`config.mk`:
```
export PLATFORM = sky130hd
export DESIGN_NAME = apb_master
export DESIGN_NICKNAME = d
export VERILOG_FILES = /design/src/rtl/apb_master.sv
export SDC_FILE = /design/constraint.sdc
export NUM_CORES = 1
export LEC_CHECK = 0
export ABC_AREA = 0
export ABC_CLOCK_PERIOD_IN_PS = 1600
export BUFFER_PORTS_ARGS = -buffer_cell sky130_fd_sc_hd__buf_2
export CORE_MARGIN = 2
export CORE_UTILIZATION = 42
export CTS_BUF_LIST = sky130_fd_sc_hd__clkbuf_8 sky130_fd_sc_hd__clkbuf_16
export CTS_CLUSTER_SIZE = 10
export DETAILED_ROUTE_END_ITERATION = 10
export HOLD_SLACK_MARGIN = 0.12
export PLACE_DENSITY = 0.74
export RECOVER_POWER = 50
export SKIP_LAST_GASP = 1
export SLEW_MARGIN = 5
export SYNTH_ARGS = -nofsm -noshare
export SYNTH_HDL_FRONTEND = slang
export SYNTH_SLANG_ARGS = --single-unit
```
`constraint.sdc`:
```
create_clock -name PCLK -period 1.6 [get_ports PCLK]
set_input_delay 0.4 -clock PCLK [delete_from_list [all_inputs] [get_ports PCLK]]
set_output_delay 0.4 -clock PCLK [all_outputs]
set_load 0.01 [all_outputs]
```
`src/rtl/apb_master.sv`:
```
// ---------------------------------------------------------------------------
// apb_master
//
// Purpose:
//   Single-outstanding APB master bridging a simple valid/ready request port
//   onto a two-slave APB bus. A request is captured in IDLE, presented for one
//   SETUP cycle, then held in ACCESS until the selected slave raises PREADY or
//   the wait-state budget (TIMEOUT_CYCLES) runs out. Each transfer ends with a
//   one-cycle rsp_valid pulse carrying read data and an error flag.
//
// Parameters:
//   TIMEOUT_CYCLES - ACCESS cycles with PREADY low before the transfer is
//                    aborted with an error (legal 1..255)
//
// Ports:
//   PCLK, PRESET            - clock (rising edge), async active-high reset
//   req_valid/req_ready     - request handshake; accepted when both high
//   req_write/addr/wdata    - request direction, 7-bit address, write data
//   rsp_valid/rdata/err     - one-cycle completion pulse with data and error
//   PSELECT1/PSELECT2       - APB selects, chosen by PADDR[6]
//   PENABLE/PWRITE          - APB enable and direction
//   PADDR/PWDATA            - APB address and write data
//   PREADYx/PSLVERRx/PRDATAx - per-slave ready, error and read data
// ---------------------------------------------------------------------------
module apb_master #(
    parameter int TIMEOUT_CYCLES = 16
) (
    input  logic       PCLK,
    input  logic       PRESET,

    input  logic       req_valid,
    output logic       req_ready,
    input  logic       req_write,
    input  logic [6:0] req_addr,
    input  logic [7:0] req_wdata,

    output logic       rsp_valid,
    output logic [7:0] rsp_rdata,
    output logic       rsp_err,

    output logic       PSELECT1,
    output logic       PSELECT2,
    output logic       PENABLE,
    output logic       PWRITE,
    output logic [6:0] PADDR,
    output logic [7:0] PWDATA,

    input  logic       PREADY1,
    input  logic       PREADY2,
    input  logic       PSLVERR1,
    input  logic       PSLVERR2,
    input  logic [7:0] PRDATA1,
    input  logic [7:0] PRDATA2
);

    localparam logic [1:0] IDLE   = 2'd0;
    localparam logic [1:0] SETUP  = 2'd1;
    localparam logic [1:0] ACCESS = 2'd2;

    // The abort fires on the low-PREADY cycle that would bring the counter
    // up to TIMEOUT_CYCLES, so the compare is against one less.
    localparam logic [7:0] LAST_WAIT = 8'(TIMEOUT_CYCLES - 1);

    logic [1:0] state;
    logic [1:0] state_next;
    logic [7:0] wait_cnt;

    logic       accept;
    logic       sel_ready;
    logic       sel_err;
    logic [7:0] sel_rdata;
    logic       done;
    logic       timeout;

    // Only the slave addressed by PADDR[6] is ever listened to; the other
    // slave's inputs are masked out here.
    always_comb begin
        sel_ready = PADDR[6] ? PREADY2  : PREADY1;
        sel_err   = PADDR[6] ? PSLVERR2 : PSLVERR1;
        sel_rdata = PADDR[6] ? PRDATA2  : PRDATA1;
    end

    // Transfer events. PREADY is only meaningful in ACCESS; anything the
    // slave shows during SETUP is ignored.
    always_comb begin
        accept  = req_valid && req_ready;
        done    = (state == ACCESS) && sel_ready;
        timeout = (state == ACCESS) && !sel_ready && (wait_cnt == LAST_WAIT);
    end

    // Next-state logic for the IDLE -> SETUP -> ACCESS -> IDLE loop.
    always_comb begin
        state_next = state;
        case (state)
            IDLE:    if (accept) state_next = SETUP;
            SETUP:   state_next = ACCESS;
            ACCESS:  if (done || timeout) state_next = IDLE;
            default: state_next = IDLE;
        endcase
    end

    // APB control outputs derive straight from the state and the held
    // address, so reset clears them the instant it forces the state to IDLE.
    always_comb begin
        PSELECT1 = (state == SETUP || state == ACCESS) && !PADDR[6];
        PSELECT2 = (state == SETUP || state == ACCESS) &&  PADDR[6];
        PENABLE  = (state == ACCESS);
    end

    // Sequential state. req_ready is registered from the next state so it
    // stays low out of reset and first rises on the edge after reset falls,
    // and it is already high in the cycle that carries rsp_valid, letting a
    // queued request be taken back-to-back.
    always_ff @(posedge PCLK or posedge PRESET) begin
        if (PRESET) begin
            state     <= IDLE;
            req_ready <= 1'b0;
            PWRITE    <= 1'b0;
            PADDR     <= 7'h00;
            PWDATA    <= 8'h00;
            wait_cnt  <= 8'h00;
            rsp_valid <= 1'b0;
            rsp_err   <= 1'b0;
            rsp_rdata <= 8'h00;
        end else begin
            state     <= state_next;
            req_ready <= (state_next == IDLE);

            if (accept) begin
                PWRITE   <= req_write;
                PADDR    <= req_addr;
                PWDATA   <= req_wdata;
                wait_cnt <= 8'h00;
            end else if (state == ACCESS && !sel_ready) begin
                wait_cnt <= wait_cnt + 8'h01;
            end

            rsp_valid <= done || timeout;
            if (done) begin
                rsp_err   <= sel_err;
                rsp_rdata <= PWRITE ? 8'h00 : sel_rdata;
            end else begin
                rsp_err   <= timeout;
                rsp_rdata <= 8'h00;
            end
        end
    end

endmodule

```
# Word-level counts from Yosys, hierarchy flattened

Cells that the tools add are included.
W data, S select, Z words.

Bits in registers: 37
Latch bits: 0
RAM bits: 0
Bits in read-only memories: 0
Bits of input ports: 39
Output and inout bits: 30
Logic and storage cells: 37
Memories kept: 0

$add $sub $neg: 1
Multipliers: 0
Divide/modulo/power cells: 0
$lt $le $gt $ge: 0
Equal/unequal tests: 3
Shifts and indexed selects: 0
Muxes and demuxes: 11
Bitwise logic cells: 0
Reductions and logical operators: 13

Operators by type and width:

| kind                  | number |
|---|---|
| $mux W8               | 5 |
| $add A8 B1 Y8 const B | 1 |
| $eq A8 B4 Y1 const B  | 1 |
| $logic_and A1 B1 Y1   | 6 |
| $pmux W2 S3           | 1 |
| $logic_not A2 Y1      | 2 |
| $mux W2               | 2 |
| $mux W1               | 3 |
| $eq A2 B1 Y1 const B  | 1 |
| $eq A2 B2 Y1 const B  | 1 |
| $logic_not A1 Y1      | 2 |
| $logic_or A1 B1 Y1    | 2 |
| $reduce_bool A2 Y1    | 1 |

# Logic depth before layout (Yosys ltp)

Gate-level depths: netlist (run 1).

Depth in word-level cells: 8
Depth in mapped cells: 7
Mapped depth without buffers: 6

# Worst setup path after synthesis (run 1)

Ideal clock, no wire load.

Path type: reg2reg
Start: reg state[0]
End: reg rsp_rdata[0]
Library setup time: 72 ps
Arrival: 1508 ps
Setup slack: 20 ps
Cell stages (with the launch flop): 7
Buffers on the path: 2
Period minus slack after synthesis: 1580 ps
Cell sequence: dfrtp_1 -> inv_1 -> ha_1 -> clkbuf_1 -> or3b_1 -> buf_2 -> nor2_1

Cells in the longest elaborated chain, start to end: 3

RTL lines:

| what                   | RTL line | text |
|---|---|---|
| from (decl)            | 64       | `logic [1:0] state;` |
| from (signal assigned) | 126      | `state <= state_next;` |
| $eq A2 B2 Y1           | -        |  |
| named net PENABLE      | 43       | `output logic PENABLE,` |
| $logic_and A1 B1 Y1    | 87       | `done = (state == ACCESS) && sel_ready;` |
| $mux W8                | 139      | `if (done) begin` |
| to (signal assigned)   | 141      | `rsp_rdata <= PWRITE ? 8'h00 : sel_rdata;` |
| to (decl)              | 38       | `output logic [7:0] rsp_rdata,` |

The timed path passes the listed nets, and every way through them passes these cells.
A chain may end at the register's enable or synchronous reset.

# Final worst setup path (run 1)

Start: reg state[0]
End: out PSELECT2

Cells in the longest elaborated chain, start to end: 3
Elaborated cells between the ends (all ways): 4

RTL lines:

| what                                                | RTL line | text |
|---|---|---|
| $eq A2 B1 Y1 / $eq A2 B2 Y1 (equally long branches) | 106      | `PSELECT2 = (state == SETUP \|\| state == ACCESS) && PADDR[6];` |
| $logic_or A1 B1 Y1 (*)                              | 106      |  |
| $logic_and A1 B1 Y1 (*)                             | 106      |  |
| to (decl)                                           | 42       | `output logic PSELECT2,` |

Mark *: on every way between the ends. The rest lies on a longest branch, timed or not.

==> reports/metrics.cfg, run 1 <==
[status]
status = finished, violations left
violations = setup timing

[layout]
fill_cells = 339
areaGrowthSynthToFinish_pct = 33.3
stdcell_count = 294
area.sequential_um2 = 926
drive_gt1_share_pct = 37.4
fin_util_pct = 59.2
diodes = 0
multi_input_area_um2 = 694
fin_area_um2 = 2200
nNetsFinal = 289

[critical_path]
rrSetupSlack_ns = 0.11
r2r_cells = 5
r2r_start = state[0]
worst_setup_path_end_kind = primary output
start_kind = flip-flop
path_cells = inv_2 -> ha_4 -> and2_4 -> buf_6
critPathMaxFanout = 2
slowest_stage = dfrtp_1
crit_path_max_incr_delay_ns = 0.40
critical_path_class = reg -> out
critical_path.top_delay_family = flip-flops
r2r-end = req_ready
startpoint = state[0]
worstPathArrival_ns = 1.23
required_ns = 1.20
crit_buf_inv = 2

[route]
drc_errors = 0
avgRoutedWirePerCell_um = 11.3
wl_met2_mm = 1.59
viasPerCell = 4.66
vias = 1369
met1_length_mm = 1.43
wl_met3_um = 257
dr.pass1.iters = 4
first_iter_violations = 83
ant_nets = 0
wl_mm = 3.33
top_layer_used = met4

[timing]
tightestPinTransition_ns = 0.858
slew_violations = 0
setup_viol = 3
clock.fmax_ghz = 0.612
period_needed_ns = 1.63
setup-tns-final_ns = -0.0588
rsz0062_at_grt = true
hold_violations = 0
layout_setup_ws_ns = -0.0339
slew_headroom_pct = 42.8
hold-worst-slack_ns = 0.298
clock_skew_ns = 0.00493
final.period_utilization_pct = 102

[placed_design]
port_buffers = 68
dp.cells = 282
dp.final_hpwl_mm = 2.46
place.gp.congestion = 0.811
place_ws_ns = 0.114
place_area_um2 = 2070

[clock_tree]
cts_tree = yes
numCtsBuffers = 5
cts_max_level = 2
holdBufCountCts = 0
cts_buffer_depth = 2
ctsRootBufferMaster = clkbuf_8
cts.sinks = 37
clock_latency_ns = 0.29
clk_pin_slew_ns = 0.07

[power]
p_per_area_nw_per_um2 = 1540
p_leak_nw = 1.23
ir_drop_mv = 0.730
p_total_mw = 3.38

[logic_synthesis]
ys_async_sr_fraction_pct = 100
ys_ff_latch = 37
avgSynthCellArea_um2 = 9.89
synth_xor_area_share_pct = 3.71
muxShareOfSynthArea_pct = 6.21
synth_warnings = 0
synth-compound-area-share_pct = 4.24
synth_fa_ha_area_share_pct = 3.79
synth-main-ff-cell = dfrtp_1
syn_area_um2 = 1650
synth_top_family_by_area = simple AND/OR/NAND/NOR gates
synth-simple-area-share_pct = 22.7
syn_nets = 211
synth_edf_count = 0
synth_cells = 167
ys_types = 30
ys_seq_area_share_pct = 56.1

[global_route]
grt_max_degree = 38
first_global_vias = 1258
overflow = 0
antenna_found_initial = 0
grt_pass1_wl_mm = 5.32
track_usage_pct = 16.4

[floorplanning]
core_um2 = 3720
start_util_pct = 44.4
dieArea_um2 = 4450
io_pins = 69
rows = 22
die_w_um = 66.7
die_y_um = 66.7

[min_path]
hold_depth = 3
hold-path-endpoint = PWRITE
hold_path_class = in -> reg
worstHoldStart = req_write

[run]
cap_violations = 0

-- timing repair --
item | in CTS | in global routing
setup endpoints to repair | 3 | 3
pin swaps | 1 | 1
gates resized for setup | 5 | 2
setup buffers | 3 | 1
-- flip-flops by register name, indices dropped and copies added (netlist names) --
| signal | flops |
|---|---|
| rsp_rdata | 8 |
| PADDR | 7 |
| rsp_valid | 1 |
| state | 2 |
| PWRITE | 1 |
| wait_cnt | 8 |
| req_ready | 1 |
| rsp_err | 1 |
| PWDATA | 8 |
-- cell usage in the layout (no fill, tap or decap), types with 2 or more instances in the layout --
cell	synthesis	routed
buf_4	0	7
dfrtp_1	37	37
inv_1	4	3
buf_6	1	2
buf_2	1	67
clkbuf_8	0	5
clkinv_2	0	2
nand4_1	4	4
nand2_1	54	54
ha_1	5	4
nor2_1	15	15
and2_4	1	2
mux2i_1	8	8
o21ai_0	2	2
clkbuf_1	6	2
nand3_1	3	3
inv_2	0	2
a21oi_1	2	2
xor2_1	6	6
nor3_1	2	2
-- worst reg2reg max path: stages, from the launching register on --
cell       delay, ns
dfrtp_1         0.40
buf_4           0.14
buf_4           0.14
ha_1            0.22
a2111oi_0       0.37
a211o_1         0.17
-- cells in the mapped netlist (2+ instances only) --
library cell  count  share of area (%)
nor2_1           15                3.4
inv_1             4               0.91
nand2_1          54                 12
ha_1              5                3.8
xor2_1            6                3.2
nor3_1            2               0.61
clkbuf_1          6                1.4
mux2i_1           8                4.8
dfrtp_1          37                 56
and2_1            3                1.1
nand3_1           3               0.91
nand4_1           4                1.5
o21ai_0           2               0.61
a21oi_1           2               0.61
-- final cells by class --
class | count | area share (%)
well taps | 48 | 2.73
repair buffers | 79 | 19.2
clock buffers | 5 | 3.13
flip-flops and latches | 37 | 42.1
clock inverters | 3 | 0.625
multi-input cells | 118 | 31.6
inverters | 4 | 0.682
-- worst max-delay path by stage --
stage / to / cells after the start / slack [ns]
6_report: PSELECT2 / 4 / -0.03
3_3_place_gp: PSELECT2 / 4 / 0.16
2_1_floorplan: rsp_rdata[0] / 6 / 0.02
3_5_place_dp: PSELECT2 / 4 / 0.11
5_1_grt: PSELECT2 / 4 / -0.07
4_1_cts: PSELECT2 / 4 / -0.04
-- power breakdown --
group	internal [mW]	total (mW)	switching, mW
logic	0.670	1.43	0.763
clock network	0.295	0.609	0.314
registers	1.20	1.34	0.136
-- kinds of logic (layout without fill, tap and decap cells) --
kind of cell,Yosys count,count (layout)
simple gates,87,87
flops,37,37
buf+inv,12,91
compound gates,10,10
mux,9,9
xor+xnor,7,7
fa+ha+maj,5,5
-- metal layers --
metal  vias to the layer above  GRT usage, %
li1                        696             -
met1                       627          17.9
met2                        42          28.7
met3                         4          5.24
met4                         0          7.65
met5                         -             0
No activity file was read; power rests on OpenSTA's default activity.
==> run 2: changes to the inputs <==
Settings changed: ABC_CLOCK_PERIOD_IN_PS 1600 to 1700, CORE_ASPECT_RATIO set to 0.6, CORE_UTILIZATION 42 to 47, PLACE_DENSITY 0.74 to 0.79.
Clock period 1.6 ns to 1.7 ns, I/O delays scaled along.
==> run 2 against run 1 <==
Largest power group unchanged. Worst hold slack gained 0.028 ns. Sequential power is 5% lower. Die area is 9.7% lower. Combinational power down 5%. Global-route usage is 2.7 points higher. Flip-flop and latch count unchanged. Clock power is 28% higher. First-iteration DRC count shrank 35%. The run now ends clean. Critical path type unchanged. Wire length increased by 6.8%.
==> reports/metrics.cfg, run 2 (synthesis results as in run 1) <==
[status]
status = finished, final reports clean

[clock_tree]
cts_max_level = 2
ctsRootBufferMaster = clkbuf_8
clk_pin_slew_ns = 0.07
cts.sinks = 37
numCtsBuffers = 5
cts_tree = yes
cts_buffer_depth = 2
clock_latency_ns = 0.28

[critical_path]
r2r-end = rsp_rdata[6]
worst_setup_path_end_kind = primary output
r2r_cells = 4
critical_path_class = reg -> out
r2r_start = state[0]
rrSetupSlack_ns = 0.19
required_ns = 1.27
worstPathArrival_ns = 1.25
critPathMaxFanout = 3
start_kind = flip-flop

[timing]
hold_violations = 0
setup_viol = 0
hold-worst-slack_ns = 0.326
slew_headroom_pct = 41.9
clock_skew_ns = 0.00700
tightestPinTransition_ns = 0.871
slew_violations = 0
clock.fmax_ghz = 0.598
final.period_utilization_pct = 98.4
period_needed_ns = 1.67
rsz0062_at_grt = true

[min_path]
hold-path-endpoint = PWDATA[2]
hold_depth = 3
hold_path_class = in -> reg
worstHoldStart = req_wdata[2]

[power]
ir_drop_mv = 0.865
p_per_area_nw_per_um2 = 1540
p_total_mw = 3.41
p_leak_nw = 1.22

[route]
avgRoutedWirePerCell_um = 12.4
viasPerCell = 4.87
wl_mm = 3.56
first_iter_violations = 54
ant_nets = 0
drc_errors = 0
dr.pass1.iters = 4
vias = 1398

[layout]
stdcell_count = 287
layout_common_cells = buf_2 (66), nand2_1 (54), dfrtp_1 (37)
largestRegisters = PWDATA x8, rsp_rdata x8, wait_cnt x8
areaGrowthSynthToFinish_pct = 34.3
final_common_cell = buf_2
fin_util_pct = 67.2
nNetsFinal = 285
drive_gt1_share_pct = 38.0
diodes = 0

[global_route]
grt_pass1_wl_mm = 5.75
top_usage_layer = met2
use_met1_pct = 26.8
met2_usage_pct = 27.9
gr-usage-met3_pct = 6.59
grt_max_degree = 38
antenna_found_initial = 0
overflow = 0
track_usage_pct = 19.1
first_global_vias = 1254

[floorplanning]
die_y_um = 49.9
core_um2 = 3300
die_w_um = 80.5
rows = 16
io_pins = 69
start_util_pct = 50.0
dieArea_um2 = 4020

[placed_design]
dp.final_hpwl_mm = 2.49
dp.cells = 276
port_buffers = 68
place.gp.congestion = 0.843

[run]
cap_violations = 0

## run 2: changes by cell type in the layout (fill, tap and decap cells not counted), sizes merged
cell      before  now
bufinv         0    1
clkinvlp       0    1
buf           76   73
inv            5    4
clkinv         2    0
## run 2: what timing repair did
action	in CTS	in global routing
gates resized for setup	3	6
setup endpoints to repair	3	3
setup buffers	2	1
hold buffers	0	0
## run 2: report_power, final
group / switching, mW / total [mW] / internal [mW]
Sequential: 0.140 / 1.27 / 1.13
Clock: 0.305 / 0.782 / 0.477
Combinational: 0.736 / 1.36 / 0.621
Total: 1.18 / 3.41 / 2.23
## run 2: area by class of cell
type	instances	area (µm²)
Sequential cell	37	926
Fill cell	274	1080
Tap cell	45	56.3
Multi-Input combinational cell	118	697
Clock inverter	2	37.5
Timing Repair Buffer	75	404
Inverter	4	15.0
Clock buffer	6	82.6
## run 2: stage by stage
step	setup slack, ns	cell area [µm²]	setup TNS (ns)
6_report	0.0277	2220	0
3_5_place_dp	0.122	2040	0
5_1_grt	-0.0234	2220	-0.0576
4_1_cts	-0.0122	2190	-0.0122
2_1_floorplan	0.120	1650	0
3_3_place_gp	0.180	2040	0
## run 2: worst max-delay path by stage
stage	from	end	slack, ns	depth (start not counted)
after detailed placement	state[0]	rsp_rdata[1]	0.12	4
final	state[1]	PSELECT2	0.03	4
after global placement	state[0]	rsp_rdata[4]	0.18	4
after global routing	state[0]	PENABLE	-0.02	3
after CTS	state[0]	PSELECT2	-0.01	4
after floorplan	state[0]	rsp_rdata[0]	0.12	6
## run 2: worst max-delay path: stages (launching register included)
cell and delay [ns]:
dfrtp_1 0.42, inv_2 0.09, ha_4 0.20, and2_4 0.15
buf_6 0.11
## run 2: metal layers
metal	share of wire, %	vias to the layer above
met5	0	-
met1	50	663
li1	-	686
met2	43	45
met3	6.5	4
met4	0.48	0
==> run 3: changes to the inputs <==
Settings changed: ABC_CLOCK_PERIOD_IN_PS 1700 to 1630, CAP_MARGIN set to 20.
Clock period 1.7 ns to 1.63 ns, I/O delays scaled along.
==> run 3 against run 2 <==
The run now ends with setup timing left. Global-route usage up 1.0 points. Non-clock buffer count up 2. Critical path type unchanged. Register-to-register slack worse by 0.04 ns. Final cell count up 0.35%. Power up 2.5%.
==> reports/metrics.cfg, run 3 (synthesis results as in run 1) <==
[critical_path]
slowest_stage = dfrtp_1
path_cells = inv_2 -> ha_4 -> and2_4 -> buf_6
crit_buf_inv = 2
critical_path.top_delay_family = flip-flops
worst_setup_path_end_kind = primary output
required_ns = 1.22
critPathMaxFanout = 2
r2r_start = wait_cnt[4]
worstPathArrival_ns = 1.24
r2r-end = state[1]
crit_path_max_incr_delay_ns = 0.39
r2r_cells = 4
startpoint = state[0]
start_kind = flip-flop
critical_path_class = reg -> out
rrSetupSlack_ns = 0.15

[clock_tree]
clock_latency_ns = 0.29
ctsRootBufferMaster = clkbuf_8
clk_pin_slew_ns = 0.07
numCtsBuffers = 5
cts_buffer_depth = 2
cts.sinks = 37
cts_tree = yes
cts_max_level = 2

[timing]
slew_violations = 0
clock_skew_ns = 0.00690
layout_setup_ws_ns = -0.0184
tightestPinTransition_ns = 0.874
slew_headroom_pct = 41.7
setup-tns-final_ns = -0.0241
period_needed_ns = 1.65
clock.fmax_ghz = 0.607
rsz0062_at_grt = true
hold_violations = 0
setup_viol = 2
final.period_utilization_pct = 101

[global_route]
track_usage_pct = 20.1
grt_pass1_wl_mm = 5.98
grt_max_degree = 38
antenna_found_initial = 0
first_global_vias = 1320
overflow = 0

[min_path]
hold_path_class = in -> reg
hold-path-endpoint = PWDATA[3]
hold_depth = 3
worstHoldStart = req_wdata[3]

[floorplanning]
rows = 16
start_util_pct = 50.0
die_w_um = 80.5
die_y_um = 49.9
io_pins = 69
dieArea_um2 = 4020
core_um2 = 3300

[power]
ir_drop_mv = 0.954
p_per_area_nw_per_um2 = 1580
p_leak_nw = 1.23

[run]
cap_violations = 0

[placed_design]
place_area_um2 = 2050
port_buffers = 68
place.gp.congestion = 0.818
dp.final_hpwl_mm = 2.60

[route]
viasPerCell = 4.89
dr.pass1.iters = 4
wl_mm = 3.66
first_iter_violations = 80
ant_nets = 0
avgRoutedWirePerCell_um = 12.7
vias = 1409
drc_errors = 0

[status]
status = finished, violations left
violations = setup timing

[layout]
nNetsFinal = 287
areaGrowthSynthToFinish_pct = 33.9
largestRegisters = PWDATA x8, rsp_rdata x8, wait_cnt x8
fin_area_um2 = 2210
diodes = 0
drive_gt1_share_pct = 38.3
layout_common_cells = buf_2 (67), nand2_1 (54), dfrtp_1 (37)
final_common_cell = buf_2

## run 3: changes by cell type in the layout (fill, tap and decap cells not counted)
cell	delta
buf_4	+2
clkinv_2	+1
clkinvlp_4	-1
buf_6	-1
buf_2	+1
clkbuf_8	-1
## run 3: routing by layer
layer	track usage, %	routed length [µm]	up-vias
li1	-	-	689
met1	26.5	1690	665
met3	4.95	247	7
met2	32.5	1680	48
met4	7.06	45	0
met5	0	0	-
## run 3: repair_timing
item	in CTS	in global routing
pin swaps	1	1
setup buffers	3	0
hold buffers	0	0
setup endpoints to repair	3	3
cloned	0	0
endpoints found under the hold margin	0	0
gates resized for setup	3	6
## run 3: per-stage QoR
stage / hold slack [ns] / power [mW] / util [%] / setup WS, ns / std cells
3_3_place_gp: 0.454 / 2.60 / 62.2 / 0.196 / 278
6_report: 0.308 / 3.49 / 66.9 / -0.0184 / 288
5_1_grt: 0.309 / 3.75 / 66.9 / -0.0595 / 288
4_1_cts: 0.226 / 3.45 / 66.4 / -0.0104 / 288
3_5_place_dp: 0.465 / 2.63 / 62.2 / 0.153 / 278
2_1_floorplan: 0.496 / 2.14 / - / 0.0496 / 167
## run 3: area by class of cell
type,count,area [µm²]
tap,45,56.3
timing repair buffer,77,413
inverter,4,15.0
multi-input combinational,118,697
clock inverter,2,35.0
sequential,37,926
fill,273,1090
clock buffer,5,68.8
## run 3: power by group
group / internal [mW] / leakage, nW / switching (mW) / total [mW]
Combinational: 0.648 / 0.688 / 0.770 / 1.42
Sequential: 1.18 / 0.484 / 0.145 / 1.33
Clock: 0.444 / 0.0540 / 0.305 / 0.750
Total: 2.27 / 1.23 / 1.22 / 3.49
## run 3: tightest hold or removal path: cells and delay by family
| kind | cells | cell delay (ns) |
|---|---|---|
| buffers and inverters | 1 | 0.07 |
| AND/OR/NAND/NOR | 2 | 0.08 |
## run 3: worst max path at each step
stage                         endpoint  slack (ns)  cells after the start
after floorplan           rsp_rdata[0]        0.05                      6
after global placement        PSELECT2        0.20                      4
after detailed placement  rsp_rdata[0]        0.15                      4
after CTS                     PSELECT1       -0.01                      4
after global routing          PSELECT2       -0.06                      4
final                         PSELECT2       -0.02                      4
